`src/rtl/ex_operand_stage.sv`:
```
// rtl/ex_operand_stage.sv - dual-lane ID/EX register with forwarded-operand resolution and stall capture.
// Optional FWD_SEL_CHECK_EN builds a sticky illegal-forward-select detector (fwdErr).
module ex_operand_stage #(
  parameter int DATA_W = 32,
  parameter int REG_W  = 5
) (
  input  logic              clk,
  input  logic              rst,
  input  logic              stallE,
  input  logic              flushE,
  input  logic              validD1, validD2,
  input  logic [REG_W-1:0]  rsD1, rtD1, rsD2, rtD2,
  input  logic [REG_W-1:0]  rdD1, rdD2,
  input  logic              regWriteD1, regWriteD2,
  input  logic [DATA_W-1:0] rsValD1, rtValD1, rsValD2, rtValD2,
  input  logic [2:0]        ForwardA1, ForwardB1, ForwardA2, ForwardB2,
  input  logic [DATA_W-1:0] resultM1, resultM2, resultW1, resultW2,
  output logic [REG_W-1:0]  rsE1, rtE1, rsE2, rtE2,
  output logic [REG_W-1:0]  writeRegisterE1, writeRegisterE2,
  output logic              regWriteE1, regWriteE2,
  output logic              validE1, validE2,
  output logic [DATA_W-1:0] srcA1E, srcB1E, srcA2E, srcB2E,
  output logic              fwdErr
);

  logic [1:0]             valid_q, regwrite_q;
  logic [1:0][REG_W-1:0]  rs_q, rt_q, rd_q;
  logic [1:0][DATA_W-1:0] rsval_q, rtval_q;
  logic [3:0]             cap_q;
  logic [3:0][DATA_W-1:0] hold_q;

  // Operand slots: 0=A1, 1=B1, 2=A2, 3=B2
  logic [3:0][REG_W-1:0]  idx;
  logic [3:0][DATA_W-1:0] rfval;
  logic [3:0][2:0]        sel;
  logic [3:0][DATA_W-1:0] res;

  assign idx   = {rt_q[1], rs_q[1], rt_q[0], rs_q[0]};
  assign rfval = {rtval_q[1], rsval_q[1], rtval_q[0], rsval_q[0]};
  assign sel   = {ForwardB2, ForwardA2, ForwardB1, ForwardA1};

  always_comb begin
    res = '0;
    for (int k = 0; k < 4; k++) begin
      if (idx[k] == '0) begin
        res[k] = '0;
      end else if (cap_q[k]) begin
        res[k] = hold_q[k];
      end else begin
        case (sel[k])
          3'b001:  res[k] = resultM1;
          3'b010:  res[k] = resultM2;
          3'b011:  res[k] = resultW1;
          3'b100:  res[k] = resultW2;
          default: res[k] = rfval[k];
        endcase
      end
    end
  end

  always_ff @(posedge clk or negedge rst) begin
    if (!rst) begin
      valid_q    <= '0;
      regwrite_q <= '0;
      rs_q       <= '0;
      rt_q       <= '0;
      rd_q       <= '0;
      rsval_q    <= '0;
      rtval_q    <= '0;
      cap_q      <= '0;
      hold_q     <= '0;
    end else if (flushE) begin
      valid_q    <= '0;
      regwrite_q <= '0;
      rs_q       <= '0;
      rt_q       <= '0;
      rd_q       <= '0;
      rsval_q    <= '0;
      rtval_q    <= '0;
      cap_q      <= '0;
      hold_q     <= '0;
    end else if (stallE) begin
      // Freeze each operand once so forwarded data survives producer retirement
      for (int k = 0; k < 4; k++) begin
        if (!cap_q[k]) begin
          hold_q[k] <= res[k];
          cap_q[k]  <= 1'b1;
        end
      end
    end else begin
      valid_q    <= {validD2, validD1};
      regwrite_q <= {regWriteD2 & validD2, regWriteD1 & validD1};
      rs_q       <= {rsD2, rsD1};
      rt_q       <= {rtD2, rtD1};
      rd_q       <= {rdD2, rdD1};
      rsval_q    <= {rsValD2, rsValD1};
      rtval_q    <= {rtValD2, rtValD1};
      cap_q      <= '0;
    end
  end

`ifdef FWD_SEL_CHECK_EN
  logic err_q, err_d;

  always_comb begin
    err_d = err_q;
    for (int k = 0; k < 4; k++) begin
      if (valid_q[k/2] && (sel[k] >= 3'd5) && (idx[k] != '0) && !cap_q[k]) begin
        err_d = 1'b1;
      end
    end
  end

  always_ff @(posedge clk or negedge rst) begin
    if (!rst) begin
      err_q <= 1'b0;
    end else begin
      err_q <= err_d;
    end
  end

  assign fwdErr = err_q;
`else
  assign fwdErr = 1'b0;
`endif

  assign rsE1            = rs_q[0];
  assign rtE1            = rt_q[0];
  assign rsE2            = rs_q[1];
  assign rtE2            = rt_q[1];
  assign writeRegisterE1 = rd_q[0];
  assign writeRegisterE2 = rd_q[1];
  assign regWriteE1      = regwrite_q[0];
  assign regWriteE2      = regwrite_q[1];
  assign validE1         = valid_q[0];
  assign validE2         = valid_q[1];
  assign srcA1E          = res[0];
  assign srcB1E          = res[1];
  assign srcA2E          = res[2];
  assign srcB2E          = res[3];

endmodule

```
`config.mk`:
```
export PLATFORM = sky130hd
export DESIGN_NAME = ex_operand_stage
export DESIGN_NICKNAME = d
export VERILOG_FILES = /design/src/rtl/ex_operand_stage.sv
export SDC_FILE = /design/constraint.sdc
export NUM_CORES = 1
export LEC_CHECK = 0
export CORE_ASPECT_RATIO = 0.75
export CORE_MARGIN = 1.5
export CORE_UTILIZATION = 30
export DETAILED_ROUTE_END_ITERATION = 6
export GPL_TIMING_DRIVEN = 0
export SYNTH_ARGS = -nofsm -noshare
export SYNTH_HDL_FRONTEND = slang
export SYNTH_SLANG_ARGS = --single-unit
```
`constraint.sdc`:
```
create_clock -name clk -period 2.48 [get_ports clk]
set_clock_uncertainty 0.1 [all_clocks]
set_input_delay 0.62 -clock clk [delete_from_list [all_inputs] [get_ports clk]]
set_output_delay 0.62 -clock clk [all_outputs]
set_load 0.05 [all_outputs]
```
==> report_table.html, run 1 <==
<table>
<tr><th>Metric</th><th>Value</th></tr>
<tr><th colspan="2">Worst setup path</th></tr>
<tr><td>Register-to-register path setup slack</td><td>-10 ps</td></tr>
<tr><td>Crit Reg-Reg Endpoint</td><td>hold_q[125]</td></tr>
<tr><td>Endpoint of the worst setup timing path</td><td>srcB1E[1]</td></tr>
<tr><td>Data arrival time of the critical path</td><td>approximately 2400 ps</td></tr>
<tr><td>Required time of the critical path</td><td>approximately 1800 ps</td></tr>
<tr><td>Sort of element at the end of the critical path</td><td>output pin</td></tr>
<tr><td>Category of the critical setup timing path</td><td>in -&gt; out</td></tr>
<tr><td>Crit Reg-Reg Startpoint</td><td>rtE2[3]</td></tr>
<tr><td>Depth of the worst register-to-register path</td><td>6</td></tr>
<tr><td>Maximum net fanout on the critical path</td><td>4</td></tr>
<tr><td>Critical path launch point type</td><td>primary input</td></tr>
<tr><td>CP Launch Point</td><td>resultW2[1]</td></tr>
<tr><th colspan="2">Synthesis</th></tr>
<tr><td>Number of warnings issued by yosys</td><td>0</td></tr>
<tr><td>Asr flop ratio synth</td><td>100.0%</td></tr>
<tr><td>Portion of the post-synthesis area used by sequential elements</td><td>a little under two fifths</td></tr>
<tr><td>Post-synth EDFFs</td><td>0</td></tr>
<tr><td>Top-area cell type share of the netlist area</td><td>a little under two fifths</td></tr>
<tr><td>Area leader, netlist</td><td>dfrtp_1</td></tr>
<tr><td>Most frequent cell after synthesis</td><td>nor2_1</td></tr>
<tr><td>Cell area after synthesis</td><td>19250 sq um</td></tr>
<tr><td>Register bit total from synthesis</td><td>just under 300</td></tr>
<tr><td>Net Count, Synth</td><td>~2400</td></tr>
<tr><td>Gate count after technology mapping</td><td>2138</td></tr>
<tr><td>Most used DFF post-synth</td><td>dfrtp_1</td></tr>
<tr><td>Dominant cells by area after synthesis</td><td>dfrtp_1 38%, mux2i_1 8.4%, a221oi_2 6.8%</td></tr>
<tr><td>Mean instance size in the synthesized netlist</td><td>between 9 and 10 sq um</td></tr>
<tr><td>Commonest cells in the netlist</td><td>293 x nor2_1, 291 x dfrtp_1, 222 x nand2_1, 161 x mux2i_1, 138 x clkbuf_1</td></tr>
<tr><td>Distinct cells, synth</td><td>44</td></tr>
<tr><th colspan="2">Cells and area</th></tr>
<tr><td>Fillcell total</td><td>around 5700</td></tr>
<tr><td>Post-route cell area</td><td>between 30000 and 40000 sq um</td></tr>
<tr><td>Area Growth Syn to Fin</td><td>68.65%</td></tr>
<tr><td>Nets</td><td>between 3000 and 4000</td></tr>
<tr><td>Proportion of layout cells with a drive suffix above 1</td><td>between 30% and 40%</td></tr>
<tr><th colspan="2">Clock tree</th></tr>
<tr><td>Maximum level of the CTS H-tree</td><td>2</td></tr>
<tr><td>Skew-Pair Late Insertion Delay</td><td>just under 600 ps</td></tr>
<tr><td>Cts hold-fix bufs</td><td>0</td></tr>
<tr><td>Clock buffer count from CTS</td><td>35</td></tr>
<tr><td>Num Clock Sinks</td><td>just under 300</td></tr>
<tr><td>TritonCTS clock tree</td><td>built</td></tr>
<tr><td>Max Buffers Root-to-Sink</td><td>3</td></tr>
<tr><td>CTS root buf</td><td>clkbuf_16</td></tr>
<tr><td>Clock input transition at the sequential cells of the worst setup and hold paths</td><td>60 ps</td></tr>
<tr><th colspan="2">Placed design</th></tr>
<tr><td>Port Buf Inserts</td><td>roughly 470</td></tr>
<tr><td>Post-DP HPWL</td><td>83.50 mm</td></tr>
<tr><td>Cell area reported after detailed placement</td><td>around 27000 sq um</td></tr>
<tr><td>Post-placement worst setup slack</td><td>-2043 ps</td></tr>
<tr><td>Weighted congestion reported at the end of routability-driven placement</td><td>~0.95</td></tr>
<tr><th colspan="2">Routing</th></tr>
<tr><td>Residual antenna-violating net count after detailed routing</td><td>0</td></tr>
<tr><td>WL final</td><td>approximately 110 mm</td></tr>
<tr><td>Via total after detailed routing</td><td>21994</td></tr>
<tr><td>Iteration-0 DRC Markers</td><td>~2400</td></tr>
<tr><td>Number of iterations in the first detailed-routing pass</td><td>6</td></tr>
<tr><td>DR WL/cell</td><td>around 31 um</td></tr>
<tr><td>Average via count per standard cell</td><td>approximately 6.1</td></tr>
<tr><td>Number of remaining DRC errors</td><td>0</td></tr>
<tr><th colspan="2">Floorplan</th></tr>
<tr><td>Ports placed on the boundary</td><td>between 400 and 500</td></tr>
<tr><td>Starting utilization of the core area</td><td>about 30%</td></tr>
<tr><td>Die footprint</td><td>65720 sq um</td></tr>
<tr><td>Die Ht</td><td>~220 um</td></tr>
<tr><td>Horiz. Die Dim</td><td>around 300 um</td></tr>
<tr><td>Number of placement rows</td><td>80</td></tr>
<tr><td>Area of the core</td><td>roughly 64000 sq um</td></tr>
<tr><th colspan="2">STA</th></tr>
<tr><td>Highest achievable clock rate</td><td>between 0.3 and 0.4 GHz</td></tr>
<tr><td>Relative max-transition margin</td><td>27.19%</td></tr>
<tr><td>Time the final worst path needs with I/O delays and setup</td><td>3089 ps</td></tr>
<tr><td>Final setup margin</td><td>-608.6 ps</td></tr>
<tr><td>Final setup vio count</td><td>between 100 and 150</td></tr>
<tr><td>RSZ-0062 raised after global routing</td><td>yes</td></tr>
<tr><td>Worst hold slack after final layout</td><td>-8.575 ps</td></tr>
<tr><td>Slew at the pin closest to its max-slew limit</td><td>between 1000 and 1500 ps</td></tr>
<tr><td>Count of pins over their slew limit</td><td>0</td></tr>
<tr><td>Number of failing hold endpoints at the final stage</td><td>2</td></tr>
<tr><td>Post-route fraction of the period consumed by the critical path</td><td>124.5%</td></tr>
<tr><th colspan="2">Global route</th></tr>
<tr><td>Met1 Use GR</td><td>46.35%</td></tr>
<tr><td>Combined global-route utilization of all metal layers</td><td>about a third</td></tr>
<tr><td>Global-route track usage on met2</td><td>50.47%</td></tr>
<tr><td>Gr busiest metal</td><td>met2</td></tr>
<tr><td>Maximum number of pins on one net before global-route repair</td><td>115</td></tr>
<tr><td>Aggregate global routing overflow</td><td>0</td></tr>
<tr><td>Number of global-route vias before repair</td><td>~22000</td></tr>
<tr><td>M3 GR Usage</td><td>9.493%</td></tr>
<tr><td>Antenna violations before repair</td><td>12</td></tr>
<tr><td>Wire length of the first global-routing pass</td><td>roughly 160 mm</td></tr>
<tr><th colspan="2">Run</th></tr>
<tr><td>MaxCap Viol Count</td><td>0</td></tr>
<tr><th colspan="2">Power</th></tr>
<tr><td>Ratio of total power to cell area</td><td>between 500 and 600 nW/um^2</td></tr>
<tr><td>Max rail drop VDD</td><td>~0.38 mV</td></tr>
<tr><td>Leakage</td><td>about 14 nW</td></tr>
<tr><th colspan="2">Hold path</th></tr>
<tr><td>HP Class</td><td>in -&gt; async</td></tr>
<tr><th colspan="2">Run status</th></tr>
<tr><td>Status</td><td>finished with violations</td></tr>
<tr><td>Violated checks</td><td>negative hold slack, negative setup slack</td></tr>
</table>
[critical path, stage by stage]
cell and delay (ps):
clkdlybuf4s50_1 690, nor4b_1 100, o31a_1 360, nor3_4 380, buf_6 220
[registers in the layout, indices dropped and copies added (netlist names), 2 cells and up]
register,count
hold_q,128
rfval,128
rsE1,5
rsE2,5
rtE1,5
rtE2,5
writeRegisterE1,5
writeRegisterE2,5
regwrite_q,2
valid_q,2
[worst min path at each step]
stage | start | endpoint | slack, ps | cells past startpoint
4_1_cts | rst | hold_q[32] | 30 | 1
3_5_place_dp | hold_q[33] | hold_q[33] | 370 | 2
6_report | rst | hold_q[71] | -9 | 1
2_1_floorplan | rst | cap_q[2] | 220 | 0
5_1_grt | rst | hold_q[71] | 80 | 1
3_3_place_gp | hold_q[30] | hold_q[30] | 360 | 2
[placed cells by master (no fill, tap or decap), types with 45 or more instances in the layout]
cell and n:
a21o_1 91, a221o_1 98, a221oi_4 85, buf_4 70, buf_6 162, clkbuf_16 58, clkbuf_2 45, clkdlybuf4s50_1 246
dfrtp_1 291, dlygate4sd2_1 60, inv_1 63, mux2i_1 161, nand2_1 221, nor2_1 289, nor3_4 122, o21ai_1 97
o311ai_2 73
[layout make-up]
| type | instances | area (sq um) | share of cell area (%) |
|---|---|---|---|
| antenna | 6 | 15.01 | 0.04624 |
| buffer | 227 | 2175 | 6.697 |
| clock buffer | 45 | 993.5 | 3.059 |
| clock inverter | 19 | 214.0 | 0.6589 |
| inverter | 65 | 249.0 | 0.7668 |
| multi-input combinational | 1547 | 14300 | 44.04 |
| sequential | 291 | 7282 | 22.43 |
| tap | 861 | 1077 | 3.318 |
| timing repair buffer | 565 | 6165 | 18.99 |
[cells by family after synthesis]
kind of cell	count (synthesis)	synth area share (%)
and+or+nand+nor	726	16.88
AOI/OAI and AO/OA	625	28.11
buffers and inverters	300	6.817
DFF	291	37.82
muxes	195	10.36
other	1	0.01948
[metal layers]
metal / vias to the layer above / wire, um
li1: 9188 / -
met1: 11101 / 47830
met2: 1446 / 49250
met3: 247 / 12820
met4: 12 / 3966
met5: - / 90
[report_power, final]
| group | internal, W | switching [W] | total [W] | leakage, nW |
|---|---|---|---|---|
| combinational | 0.00303 | 0.00451 | 0.00754 | 9.66 |
| sequential | 0.00504 | 0.000304 | 0.00534 | 3.90 |
| clock | 0.00327 | 0.00237 | 0.00564 | 0.597 |
| total | 0.0113 | 0.00718 | 0.0185 | 14.2 |
[repair_timing]
item	4_1_cts	5_1_grt
setup buffers	60	18
setup endpoints to repair	327	240
cloned	16	6
pin swaps	154	75
gates resized for setup	1546	133
[stage by stage]
step                      total power (W)  TNS (ps)  utilization, %  hold WS (ps)  instances
final                             0.01852    -66750           51.09        -8.575       3626
after global routing              0.01902    -70530           51.07         78.08       3623
after CTS                         0.01827    -78520           49.96         31.74       3599
after detailed placement          0.01157   -426200           42.76         371.2       3466
after global placement            0.01150  -4059810           42.67         363.8       3464
after floorplan                  0.009078    -16960               -         224.4       2138
Note: power is estimated with default switching activity, not from simulation.
==> run 2: changes to the inputs <==
MAX_ROUTING_LAYER = met4   (was default)
==> run 2 against run 1 <==
  * The run ends with negative setup slack left
  * Register-to-register slack worse by 100 ps
  * Sequential share of layout area about the same
  * Clock power increased by 2%
  * Maximum frequency increased by 0.40%
  * Global-route usage rose by 1.8 points
  * Via count up 0.13%
  * First-iteration DRC count shrank 8.1%
  * Die area did not move
  * Final area hardly changed
  * Critical path type unchanged
==> report_table.html, run 2 (synthesis gave the netlist of run 1 again) <==
<table>
<tr><th>Metric</th><th>Value</th></tr>
<tr><th colspan="2">STA</th></tr>
<tr><td>Post-route fraction of the period consumed by the critical path</td><td>124.0% (-0.50 points)</td></tr>
<tr><td>Slew at the pin closest to its max-slew limit</td><td>1167 ps (+75.14 ps)</td></tr>
<tr><td>RSZ-0062 raised after global routing</td><td>yes</td></tr>
<tr><td>Final setup margin</td><td>-596.3 ps (+12.28 ps)</td></tr>
<tr><td>Final setup vio count</td><td>159 (+22%)</td></tr>
<tr><td>Worst hold slack after final layout</td><td>381.6 ps (+390.1 ps)</td></tr>
<tr><td>Number of failing hold endpoints at the final stage</td><td>0 (-2)</td></tr>
<tr><td>Highest achievable clock rate</td><td>0.3251 GHz (+0.40%)</td></tr>
<tr><td>Relative max-transition margin</td><td>22.18% (-5.0 points)</td></tr>
<tr><td>Count of pins over their slew limit</td><td>0 (unchanged)</td></tr>
<tr><td>Time the final worst path needs with I/O delays and setup</td><td>3076 ps (-12.28 ps)</td></tr>
<tr><th colspan="2">Run</th></tr>
<tr><td>MaxCap Viol Count</td><td>0 (unchanged)</td></tr>
<tr><th colspan="2">Global route</th></tr>
<tr><td>Number of global-route vias before repair</td><td>21980 (+1.4%)</td></tr>
<tr><td>Wire length of the first global-routing pass</td><td>162.1 mm (+2.0%)</td></tr>
<tr><td>Maximum number of pins on one net before global-route repair</td><td>113 (-1.7%)</td></tr>
<tr><td>Aggregate global routing overflow</td><td>0 (unchanged)</td></tr>
<tr><td>Antenna violations before repair</td><td>8 (-4)</td></tr>
<tr><td>Combined global-route utilization of all metal layers</td><td>35.45% (+1.8 points)</td></tr>
<tr><th colspan="2">Power</th></tr>
<tr><td>Max rail drop VDD</td><td>0.3280 mV (-14%)</td></tr>
<tr><td>Leakage</td><td>14.19 nW (+0.20%)</td></tr>
<tr><td>Ratio of total power to cell area</td><td>574.5 nW/um^2 (+0.75%)</td></tr>
<tr><td>Switching Fraction</td><td>38.32% (-0.47 points)</td></tr>
<tr><td>Internal power contribution</td><td>0.01150 W (+1.5%)</td></tr>
<tr><td>Switching Power</td><td>0.007145 W (-0.52%)</td></tr>
<tr><td>Clock power share</td><td>30.8% (+0.4 points)</td></tr>
<tr><td>Part of the power in combinational logic</td><td>40.5% (-0.2 points)</td></tr>
<tr><td>Power share of the sequential group</td><td>28.6% (-0.2 points)</td></tr>
<tr><th colspan="2">Floorplan</th></tr>
<tr><td>Number of placement rows</td><td>80 (unchanged)</td></tr>
<tr><td>Horiz. Die Dim</td><td>295.5 um (unchanged)</td></tr>
<tr><td>Ports placed on the boundary</td><td>469 (unchanged)</td></tr>
<tr><td>Die Ht</td><td>222.4 um (unchanged)</td></tr>
<tr><td>Area of the core</td><td>63560 sq um (unchanged)</td></tr>
<tr><td>Die footprint</td><td>65720 sq um (unchanged)</td></tr>
<tr><td>Starting utilization of the core area</td><td>30.29% (unchanged)</td></tr>
<tr><th colspan="2">Worst setup path</th></tr>
<tr><td>Category of the critical setup timing path</td><td>in -&gt; out</td></tr>
<tr><td>Dominant cell type by count on the critical path</td><td>buf_6</td></tr>
<tr><td>Data arrival time of the critical path</td><td>2360 ps (about the same)</td></tr>
<tr><td>Critical path launch point type</td><td>primary input</td></tr>
<tr><td>Delay-heaviest family, CP</td><td>buffers and inverters</td></tr>
<tr><td>Maximum net fanout on the critical path</td><td>10 (+6)</td></tr>
<tr><td>Buffers &amp; Inverters on Critical Path</td><td>4 (+2)</td></tr>
<tr><td>Critical-path cell list</td><td>buf_6 -&gt; buf_4 -&gt; clkbuf_2 -&gt; nor4b_1 -&gt; o31a_1 -&gt; nor3_4 -&gt; buf_6</td></tr>
<tr><td>Required time of the critical path</td><td>1760 ps (about the same)</td></tr>
<tr><td>Slowest cell on the critical path</td><td>nor3_4</td></tr>
<tr><td>CP Launch Point</td><td>ForwardB1[1]</td></tr>
<tr><td>Register-to-register path setup slack</td><td>-110 ps (-100 ps)</td></tr>
<tr><td>Crit Reg-Reg Startpoint</td><td>rsE1[2]</td></tr>
<tr><td>Sort of element at the end of the critical path</td><td>output pin</td></tr>
<tr><td>Max incr delay on CP</td><td>350 ps (-340 ps)</td></tr>
<tr><th colspan="2">Clock tree</th></tr>
<tr><td>Max Buffers Root-to-Sink</td><td>3 (unchanged)</td></tr>
<tr><td>Maximum level of the CTS H-tree</td><td>2 (unchanged)</td></tr>
<tr><td>CTS root buf</td><td>clkbuf_16</td></tr>
<tr><td>TritonCTS clock tree</td><td>built</td></tr>
<tr><td>Clock input transition at the sequential cells of the worst setup and hold paths</td><td>60 ps (about the same)</td></tr>
<tr><td>Clock buffer count from CTS</td><td>36 (+2.9%)</td></tr>
<tr><td>Num Clock Sinks</td><td>291 (unchanged)</td></tr>
<tr><td>Skew-Pair Late Insertion Delay</td><td>590 ps (about the same)</td></tr>
<tr><th colspan="2">Cells and area</th></tr>
<tr><td>Fillcell total</td><td>5675 (-0.11%)</td></tr>
<tr><td>Nets</td><td>3033 (-0.16%)</td></tr>
<tr><td>Share of the core filled with cells in the final layout</td><td>51.06% (about the same)</td></tr>
<tr><td>Area of all sequential standard cells</td><td>7282 sq um (unchanged)</td></tr>
<tr><td>Most common cell after layout, fill and taps aside</td><td>dfrtp_1</td></tr>
<tr><td>Commonest cells after routing, fill and taps aside</td><td>291 x dfrtp_1, 289 x nor2_1, 242 x clkdlybuf4s50_1, 221 x nand2_1, 161 x mux2i_1</td></tr>
<tr><td>Proportion of layout cells with a drive suffix above 1</td><td>32.93% (-0.45 points)</td></tr>
<tr><td>Area of the multi-input gates</td><td>14250 sq um (-0.34%)</td></tr>
<tr><td>Area Growth Syn to Fin</td><td>68.56% (about the same)</td></tr>
<tr><th colspan="2">Placed design</th></tr>
<tr><td>Weighted congestion reported at the end of routability-driven placement</td><td>0.9585 (+1.3%)</td></tr>
<tr><td>Post-DP HPWL</td><td>83.89 mm (+0.47%)</td></tr>
<tr><td>Port Buf Inserts</td><td>465 (unchanged)</td></tr>
<tr><td>Post-placement worst setup slack</td><td>-2090 ps (-47.40 ps)</td></tr>
<tr><th colspan="2">Routing</th></tr>
<tr><td>Average via count per standard cell</td><td>6.080 (+0.24%)</td></tr>
<tr><td>Residual antenna-violating net count after detailed routing</td><td>0 (unchanged)</td></tr>
<tr><td>Iteration-0 DRC Markers</td><td>2201 (-8.1%)</td></tr>
<tr><td>DR WL/cell</td><td>31.88 um (+1.4%)</td></tr>
<tr><td>Number of remaining DRC errors</td><td>0 (unchanged)</td></tr>
<tr><td>WL final</td><td>115.5 mm (+1.3%)</td></tr>
<tr><td>Number of iterations in the first detailed-routing pass</td><td>6 (unchanged)</td></tr>
<tr><td>Via total after detailed routing</td><td>22022 (+0.13%)</td></tr>
<tr><th colspan="2">Run status</th></tr>
<tr><td>Violated checks</td><td>negative setup slack</td></tr>
<tr><td>Status</td><td>finished with violations</td></tr>
<tr><th colspan="2">Hold path</th></tr>
<tr><td>HP Class</td><td>in -&gt; reg</td></tr>
<tr><td>Hold path startpoint</td><td>stallE</td></tr>
</table>
run 2: cell count changes in the layout (fill, tap and decap cells not counted), moves of 5 or more:
cell / previous run / this run
buf_8: 15 / 25
clkbuf_8: 28 / 21
dlymetal6s2s_1: 19 / 26
clkinv_2: 9 / 4
buf_12: 26 / 20
buf_4: 70 / 63
clkbuf_4: 27 / 38
dlygate4sd2_1: 60 / 55
run 2: power groups by stage:
stage          Sequential [W]  Clock [W]  Combinational (W)
6_report              0.00534    0.00575            0.00756
5_1_grt               0.00537    0.00598            0.00779
4_1_cts               0.00533    0.00582            0.00734
3_5_place_dp          0.00539          0            0.00621
3_3_place_gp          0.00538          0            0.00615
2_1_floorplan         0.00540          0            0.00368
run 2: cell type report:
class | instances | area share [%]
clock buffer | 50 | 3.185
sequential | 291 | 22.44
timing repair buffer | 555 | 18.83
antenna | 10 | 0.07711
tap | 861 | 3.319
inverter | 65 | 0.7595
multi-input combinational | 1547 | 43.92
clock inverter | 12 | 0.6246
buffer | 231 | 6.855
run 2: what timing repair did:
| item | in CTS | in global routing |
|---|---|---|
| hold endpoints to repair | 70 | 0 |
| pin swaps | 165 | 64 |
| buffers inserted | 56 | 12 |
| gates cloned | 18 | 3 |
| gates resized for setup | 1556 | 123 |
| hold buffers | 1 | 0 |
| endpoints found under the setup margin | 344 | 324 |
run 2: stage by stage:
step | total power, W | setup TNS, ps | cells | cell area [sq um]
5_1_grt | 0.01913 | -72060 | 3617 | 32440
4_1_cts | 0.01849 | -69680 | 3600 | 31930
3_3_place_gp | 0.01153 | -4052390 | 3464 | 27120
3_5_place_dp | 0.01160 | -439290 | 3466 | 27180
6_report | 0.01865 | -68670 | 3622 | 32450
2_1_floorplan | 0.009078 | -16960 | 2138 | 21390
run 2: per-layer routing:
metal / up-vias / track usage, % / share of wire [%]
li1: 9178 / - / -
met1: 11168 / 47.28 / 42
met2: 1395 / 51.51 / 43
met3: 281 / 9.483 / 11
met4: 0 / 12.34 / 4.0
met5: - / - / 0
run 2: worst reg2reg max path, delay by kind of cell, from the launching register on:
kind                   cells  cell delay [ps]
buffers and inverters      3              720
AO/OA/AOI/OAI              2              630
AND/OR/NAND/NOR            1              590
flip-flops                 1              390
run 2: final timing paths:
| kind | end | cells after the start |
|---|---|---|
| worst max-delay path | srcB1E[11] | 7 |
| worst min-delay path | cap_q[2] | 2 |
| worst max register to register | hold_q[21] | 6 |
| worst min register to register | hold_q[59] | 2 |
| max in group asynchronous | hold_q[25] | 4 |
| min in group asynchronous | hold_q[70] | 2 |
